===== config.mk =====
export PLATFORM = sky130hd
export DESIGN_NAME = fractal_sync_mp_arbiter
export DESIGN_NICKNAME = d
export VERILOG_FILES = /design/src/rtl/fractal_sync_pkg.sv /design/src/rtl/fractal_sync_out_slot.sv /design/src/rtl/fractal_sync_mp_arbiter.sv
export SDC_FILE = /design/constraint.sdc
export NUM_CORES = 1
export LEC_CHECK = 0
export ABC_AREA = 0
export BUFFER_PORTS_ARGS = -buffer_cell sky130_fd_sc_hd__buf_2
export CAP_MARGIN = 5
export CORE_ASPECT_RATIO = 0.75
export CORE_MARGIN = 10
export CORE_UTILIZATION = 50
export CTS_CLUSTER_DIAMETER = 40
export DETAILED_ROUTE_END_ITERATION = 10
export GPL_TIMING_DRIVEN = 0
export PLACE_DENSITY_LB_ADDON = 0.3
export REMOVE_ABC_BUFFERS = 1
export SLEW_MARGIN = 20
export SYNTH_ARGS = -nofsm -noshare
export SYNTH_HDL_FRONTEND = slang
export SYNTH_HIERARCHICAL = 1
export SYNTH_SLANG_ARGS = --single-unit
export TNS_END_PERCENT = 100

===== constraint.sdc =====
create_clock -name clk_i -period 3.4 [get_ports clk_i]
set_input_delay 0.68 -clock clk_i [delete_from_list [all_inputs] [get_ports clk_i]]
set_output_delay 0.68 -clock clk_i [all_outputs]
set_load 0.03 [all_outputs]

===== src/rtl/fractal_sync_pkg.sv =====
// Shared types for the fractal synchronization tree.
package fractal_sync_pkg;

    typedef enum logic {
        FSYNC_ARB_RR    = 1'b0,
        FSYNC_ARB_FIXED = 1'b1
    } fsync_arb_mode_e;

endpackage : fractal_sync_pkg


===== src/rtl/fractal_sync_out_slot.sv =====
// One-entry valid/ready output register; avail_c_o is high when a new element can be loaded this cycle.
module fractal_sync_out_slot #(
    parameter type fsync_t = logic
) (
    input  logic   clk_i,
    input  logic   rst_ni,
    input  logic   load_i,
    input  logic   ready_i,
    input  fsync_t data_i,
    output logic   avail_c_o,
    output logic   valid_o,
    output fsync_t data_o
);

    logic   valid_q, valid_d;
    fsync_t data_q, data_d;

    // Slot is free when empty or being drained this cycle.
    assign avail_c_o = ~valid_q | ready_i;

    // Load beats drain; an accepted element with no replacement clears the slot.
    always_comb begin
        valid_d = valid_q;
        data_d  = data_q;
        if (load_i) begin
            valid_d = 1'b1;
            data_d  = data_i;
        end else if (ready_i) begin
            valid_d = 1'b0;
            data_d  = '0;
        end
    end

    // Slot state register with synchronous reset.
    always_ff @(posedge clk_i) begin
        if (!rst_ni) begin
            valid_q <= 1'b0;
            data_q  <= '0;
        end else begin
            valid_q <= valid_d;
            data_q  <= data_d;
        end
    end

    assign valid_o = valid_q;
    assign data_o  = data_q;

    // A stalled element must not change under the downstream consumer.
    assert property (@(posedge clk_i) disable iff (!rst_ni)
        (valid_q && !ready_i) |=> (data_q == $past(data_q)))
        else $error("out_slot: data changed while stalled");

endmodule : fractal_sync_out_slot


===== src/rtl/fractal_sync_mp_arbiter.sv =====
// Multi-in/multi-out arbiter: drains up to OUT_PORTS FIFO heads per cycle in round-robin or fixed priority.
module fractal_sync_mp_arbiter
    import fractal_sync_pkg::*;
#(
    parameter int unsigned IN_PORTS  = 4,
    parameter int unsigned OUT_PORTS = 2,
    parameter type         fsync_t   = logic
) (
    input  logic                 clk_i,
    input  logic                 rst_ni,
    input  fsync_arb_mode_e      mode_i,
    input  logic [IN_PORTS-1:0]  empty_i,
    input  fsync_t               element_i [IN_PORTS],
    output logic [IN_PORTS-1:0]  pop_o,
    output logic [OUT_PORTS-1:0] valid_o,
    input  logic [OUT_PORTS-1:0] ready_i,
    output fsync_t               element_o [OUT_PORTS]
);

    localparam int unsigned PTR_W = (IN_PORTS > 1) ? $clog2(IN_PORTS) : 1;

    if (IN_PORTS == 0 || OUT_PORTS == 0) begin : g_bad_param
        $fatal(1, "fractal_sync_mp_arbiter: IN_PORTS and OUT_PORTS must be > 0");
    end

    logic [IN_PORTS-1:0]  req;
    logic [IN_PORTS-1:0]  gnt;
    logic [OUT_PORTS-1:0] avail;
    logic [OUT_PORTS-1:0] load;
    logic [PTR_W-1:0]     sel   [OUT_PORTS];
    logic [PTR_W-1:0]     order [IN_PORTS];
    logic [PTR_W-1:0]     base;
    logic [PTR_W-1:0]     last_gnt;
    logic                 any_gnt;
    logic [PTR_W-1:0]     ptr_q, ptr_d;

    // Modular add without relying on counter overflow (IN_PORTS need not be a power of two).
    function automatic logic [PTR_W-1:0] wrap_add(input logic [PTR_W-1:0] b, input int unsigned k);
        int unsigned sum;
        sum = 32'(b) + k;
        if (sum >= IN_PORTS) begin
            sum = sum - IN_PORTS;
        end
        return PTR_W'(sum);
    endfunction

    // No requests are seen while reset is asserted, so nothing is popped.
    assign req = ~empty_i & {IN_PORTS{rst_ni}};

    // Search order: rotating from ptr_q in RR mode, from input 0 in fixed mode.
    always_comb begin
        base = (mode_i == FSYNC_ARB_RR) ? ptr_q : '0;
        for (int k = 0; k < IN_PORTS; k++) begin
            order[k] = wrap_add(base, 32'(k));
        end
    end

    // Allocation: each free output, in ascending order, takes the next ungranted requester.
    always_comb begin
        gnt      = '0;
        load     = '0;
        last_gnt = ptr_q;
        any_gnt  = 1'b0;
        for (int i = 0; i < OUT_PORTS; i++) begin
            sel[i] = '0;
        end
        for (int i = 0; i < OUT_PORTS; i++) begin
            if (avail[i]) begin
                for (int k = 0; k < IN_PORTS; k++) begin
                    if (!load[i] && req[order[k]] && !gnt[order[k]]) begin
                        gnt[order[k]] = 1'b1;
                        load[i]       = 1'b1;
                        sel[i]        = order[k];
                        last_gnt      = order[k];
                        any_gnt       = 1'b1;
                    end
                end
            end
        end
    end

    assign pop_o = gnt;

    // Pointer moves past the last granted input in RR mode; holds otherwise.
    always_comb begin
        ptr_d = ptr_q;
        if (mode_i == FSYNC_ARB_RR && any_gnt) begin
            ptr_d = (last_gnt == PTR_W'(IN_PORTS - 1)) ? '0 : last_gnt + PTR_W'(1);
        end
    end

    // Round-robin pointer register.
    always_ff @(posedge clk_i) begin
        if (!rst_ni) begin
            ptr_q <= '0;
        end else begin
            ptr_q <= ptr_d;
        end
    end

    for (genvar i = 0; i < OUT_PORTS; i++) begin : g_slot
        fractal_sync_out_slot #(
            .fsync_t (fsync_t)
        ) u_slot (
            .clk_i     (clk_i),
            .rst_ni    (rst_ni),
            .load_i    (load[i]),
            .ready_i   (ready_i[i]),
            .data_i    (element_i[sel[i]]),
            .avail_c_o (avail[i]),
            .valid_o   (valid_o[i]),
            .data_o    (element_o[i])
        );
    end

    // A pop must only target a non-empty FIFO.
    assert property (@(posedge clk_i) disable iff (!rst_ni) ((pop_o & empty_i) == '0))
        else $error("mp_arbiter: pop issued to empty FIFO");

endmodule : fractal_sync_mp_arbiter


Word level (Yosys, flattened, before mapping):

Cells that the tools add are included.

* $add $sub $neg: 8
* order comparisons: 14
* equality and inequality tests: 1
* muxes and demuxes: 111
* bitwise operators: 16
* reduce and logical (&&, ||, !) cells: 35

Operators with widths (number)
* $mux 4: 16
* $mux 2: 26
* $mux 1: 51
* $bmux 1 s2: 14
* $or 4x4->4: 7
* $logic_and 1x1->1: 19
* $ge 3x3->1 const B: 5
* $logic_not 1->1: 14
* $lt 2x3->1 const B: 4
* $demux 1 s2: 4
* $ge 2x1->1 const B: 4
* $sub 2x1->2 const B: 4
* $add 2x2->3 const B: 2
* $not 2->3: 2
* $and 4x4->4: 1
* $not 4->4: 1
* $reduce_bool 2->1: 2
* $add 2x1->3 const B: 1
* $ge 2x3->1 const B: 1
* $not 1->1: 3
* $add 2x1->2 const B: 1
* $eq 2x2->1 const B: 1
* $or 1x1->1: 2

* register bits after elaboration: 6
* input port bits: 13
* output and inout bits: 8
* logic and storage cells: 190

Depth between registers and ports, before layout:

* word-level depth: 56
* depth in mapped cells: 13
* gate-level depth less buffers: 11

Modules after synthesis:

Netlist, hierarchy kept.

By module, submodules not included
* fractal_sync_mp_arbiter: times used 1, cells an instance 199, area an instance 1355.0 sq um, sequential area each 40.0 sq um
* fractal_sync_out_slot: times used 2, cells an instance 7, area an instance 78.8 sq um, sequential area each 40.0 sq um

Worst setup path before layout:

No wires, ideal clock.

* path type: input to output
* from: in mode_i
* to: out pop_o[2]
* data arrival time: 2768 ps
* data required time: 2720 ps
* setup slack: -48 ps
* stages: 11
* buffers on the path: 2
* cells stage by stage: buf_4 > nor2b_4 > buf_6 > mux2i_2 > o21ai_4 > o211a_2 > and4b_1 > a21oi_1 > o22ai_1 > o21ai_0 > o21ai_0

* cells in the longest elaborated chain, start to end: 51
* elaborated cells on any way between the ends: 123
* those cells by class: add/sub: 7; order compare: 12; mux: 65; bitwise: 7; reduce/logical: 32

Ends and longest elaborated chain
* start, declared: line fractal_sync_mp_arbiter.sv:11 `input fsync_arb_mode_e mode_i,`
* $mux 2 *: line fractal_sync_mp_arbiter.sv:52 `base = (mode_i == FSYNC_ARB_RR) ? ptr_q : '0;`
* $ge 2x3->1 / $sub 2x1->2 (equally long branches): line fractal_sync_mp_arbiter.sv:41, fractal_sync_mp_arbiter.sv:42
* $mux 2: line fractal_sync_mp_arbiter.sv:41 `if (sum >= IN_PORTS) begin`
* $lt 2x3->1 (not written as such) (tied with other cells): line fractal_sync_mp_arbiter.sv:71 `gnt[order[k]] = 1'b1;`
* $logic_and 1x1->1 (not written as such) / $mux 1 (equally long branches): line fractal_sync_mp_arbiter.sv:71, fractal_sync_mp_arbiter.sv:70
* $mux 1 (not written as such) / $logic_not 1->1 (equally long branches): line fractal_sync_mp_arbiter.sv:71, fractal_sync_mp_arbiter.sv:70
* $demux 1 s2 / $logic_and 1x1->1 (equally long branches): line fractal_sync_mp_arbiter.sv:71, fractal_sync_mp_arbiter.sv:70
* $mux 4: line fractal_sync_mp_arbiter.sv:70 `if (!load[i] && req[order[k]] && !gnt[order[k]]) begin`
* (+35 left out)
* $mux 4: line fractal_sync_mp_arbiter.sv:70
* $mux 4: line fractal_sync_mp_arbiter.sv:68 `if (avail[i]) begin`
* $bmux 1 s2: line fractal_sync_mp_arbiter.sv:70
* $mux 1 (not written as such): line fractal_sync_mp_arbiter.sv:70
* $logic_not 1->1: line fractal_sync_mp_arbiter.sv:70
* $logic_and 1x1->1: line fractal_sync_mp_arbiter.sv:70
* $mux 4: line fractal_sync_mp_arbiter.sv:70
* $mux 4 *: line fractal_sync_mp_arbiter.sv:68
* end, declared: line fractal_sync_mp_arbiter.sv:14 `output logic [IN_PORTS-1:0] pop_o,`

Mark *: on every way between the ends. The rest lies on a longest branch, timed or not. The select of a mux whose other input is x is not followed.

Worst setup path after layout:

Ends and elaborated chain as after synthesis.

==> metrics.yaml <==
ys_seq_elements: 6
worstSetupPathType: "input pin to primary output"
drc_errors: 0
syn_avg_cell_area_um2: 7.10
clk_path_buf_depth: 2
grt_pass1_wl_mm: 9.23
critPathCaptureType: "primary output"
final_cells: 294
hold_violations: 0
start_kind: "input pin"
synth_common_cells: "17 x nand2_1, 13 x nor2_1, 10 x a21oi_1, 10 x o21ai_0"
area_growth_pct: 45.6
die_height_um: 67.6
synth_edf_count: 0
start_util_pct: 51.9
yosys.area.top_type_share_pct: 7.94
hold_class: "register to register"
min_delay_path_depth: 2
rows: 17
drt_iter0_drc: 436
cts_hold_buf: 0
gr-total-overflow: 0
setup_viol_count_final: 3
grt_util_all_layers_pct: 19.4
dp_cells: 253
slowest_stage: "and4b_2"
drive_gt1_share_pct: 41.8
viasPerCell: 7.17
h-tree-depth: 1
routed_wirelength_mm: 6.43
coreArea_um2: 2910
layout_min_cycle_time_ns: 3.45
place_hpwl_mm: 3.52
io_buffers: 20
clkTransAtPathRegs_ns: 0.04
clock.fmax_mhz: 290
required_ns: 2.72
synth_area_um2: 1510
cp.arrival_ns: 2.77
reg2reg_to: "g_slot[1].u_slot/data_o"
tightest_slew_ns: 0.614
p_total_uw: 1100
leakage_uw: 0.000908
grt_pass1_vias: 1882
ys_types: 70
min_period_over_period_pct: 102
wl_per_cell_um: 21.9
rr_worst_depth: 16
drtAntennaViolNets: 0
synth_area_leader_cell: "dfxtp_1"
holdPathEnd: "g_slot[0].u_slot/valid_o"
nets: 271
violations: "negative setup slack"
outcome: "finished with violations"
synth_area_leaders: "dfxtp_1 7.9%, nand2_1 4.2%, mux2i_1 4.0%"
timing.rr.start: "ptr_q[1]"
cts-root-buf: "clkbuf_8"
slew_headroom_pct: 59.0
irDropWorstVdd_v: 0.000268
cts_sinks: 6
synthArstFlopShare_pct: 0
nFillCells: 199
cts_tree: "built"
routabilityCongestion: 0.983
fin_skew_ns: 0.00668
vias: 2109
setup_slack_ns: -0.0542
r2r_slack_ns: 0.21
syn_inst: 213
holdCritStartpoint: "g_slot[0].u_slot/valid_o"
n_antenna_cell: 0
seq_area_frac_synth_pct: 7.94
pin_count: 21
worstPathMaxFanout: 7
crit_chain: "buf_16 > nor2b_4 > buf_12 > mux2i_4 > o21ai_4 > o211a_4 > and4b_2 > a21oi_1 > o22ai_1 > o21ai_1 > o21ai_1 > buf_4"
powerDensity_nw_per_um2: 499
slew_violations: 0
first_pass_iters: 8
clk_latency_ns: 0.23
ys.flop_type: "dfxtp_1"
cts_buffers: 3
max_stage_delay_ns: 0.34
crit_top_cell: "o21ai_1"
rsz0062_at_grt: "yes"
antenna_found_initial: 0
die_w_um: 83.5
synth_most_common_cell: "nand2_1"
grt_max_degree: 25
dieArea_um2: 5650
yosysWarnings: 6
drv_cap: 0
[layout by cell type (no fill, tap or decap), drive strengths merged, types with 3 or more instances in the layout]
master  netlist  routed
nand2b       10      10
a31o          3       3
nor2b         7       7
dfxtp         6       6
nand3         9       9
a21boi        5       5
a31oi         8       8
nand4         3       3
inv           9       9
and3          3       3
o211ai        5       5
and2          3       3
a21oi        11      11
clkbuf        8       4
o22ai         6       6
o21ai        13      13
nand2        17      17
mux2i         7       7
buf          10      57
nor3          3       3
a32oi         4       4
o221ai        3       3
nor2         13      13
o21a          3       3
[final cells by class]
class | count | area, um^2 | area share [%]
well taps | 38 | 47.5 | 2.16
inverters | 9 | 36.3 | 1.65
flip-flops and latches | 6 | 128 | 5.80
clock buffers | 3 | 41.3 | 1.88
multi-input cells | 180 | 1450 | 65.9
repair buffers | 58 | 498 | 22.6
[worst max-delay path, delay by kind of cell]
family	cells	cell delay (ns)
AO/OA/AOI/OAI	6	0.79
buffers and inverters	3	0.43
multiplexers	1	0.33
AND/OR/NAND/NOR	2	0.53
[routing by layer]
metal | vias to the layer above | track usage [%] | part of all wire, %
met3 | 43 | 4.21 | 12
met5 | - | 0 | 0
met4 | 0 | 9.58 | 4.3
li1 | 923 | - | -
met1 | 950 | 23.7 | 39
met2 | 193 | 32.2 | 44
[through the flow]
| stage | area, um^2 | hold WS [ns] | setup TNS, ns | utilization (%) | setup slack (ns) |
|---|---|---|---|---|---|
| after global placement | 1560 | 0.608 | -4.76 | 53.4 | -0.912 |
| after CTS | 1950 | 0.621 | 0 | 66.8 | 0.00112 |
| final | 2200 | 0.616 | -0.158 | 75.6 | -0.0542 |
| after detailed placement | 1560 | 0.603 | -4.90 | 53.4 | -0.925 |
| after global routing | 2200 | 0.654 | -0.349 | 75.6 | -0.117 |
| after floorplan | 1410 | 0.684 | -0.878 | - | -0.351 |
[how the worst max path moves through the flow]
stage | startpoint | end | slack (ns) | depth (start not counted)
after floorplan | ptr_q[0] | pop_o[2] | -0.35 | 9
after global placement | ptr_q[0] | pop_o[2] | -0.91 | 10
after detailed placement | ptr_q[0] | pop_o[2] | -0.92 | 10
after CTS | rst_ni | pop_o[0] | 0.001 | 9
after global routing | ptr_q[1] | pop_o[2] | -0.12 | 10
final | mode_i | pop_o[2] | -0.05 | 12
[kinds of logic (layout without fill, tap and decap cells)]
logic type             after synthesis  after routing  share of synthesized area (%)
AO/OA/AOI/OAI                       87             87                           43.3
XOR/XNOR                             1              1                          0.579
buffers and inverters               27             70                           9.10
flip-flops                           6              6                           7.94
multiplexers                        10             10                           7.86
AND/OR/NAND/NOR                     82             82                           31.3
[timing repair]
item / CTS / global route
gates resized for setup: 45 / 21
hold endpoints to repair: 0 / 0
pin swaps: 9 / 12
gates cloned: 0 / 1
buffers inserted: 23 / 16
setup endpoints to repair: 8 / 6
[power breakdown]
group          internal (uW)  switching [uW]  leakage (uW)  total [uW]
Sequential              91.2            38.6     0.0000509         130
Combinational            382             475      0.000836         857
Clock                   76.6            36.1     0.0000216         113
Total                    550             549      0.000908        1100
[sequential cells by signal, indices dropped and copies added, names as in the netlist]
signal and count:
g_slot.u_slot/valid_o 2, g_slot.u_slot/data_o 2, ptr_q 2
Note: power is estimated with default switching activity, not from simulation.
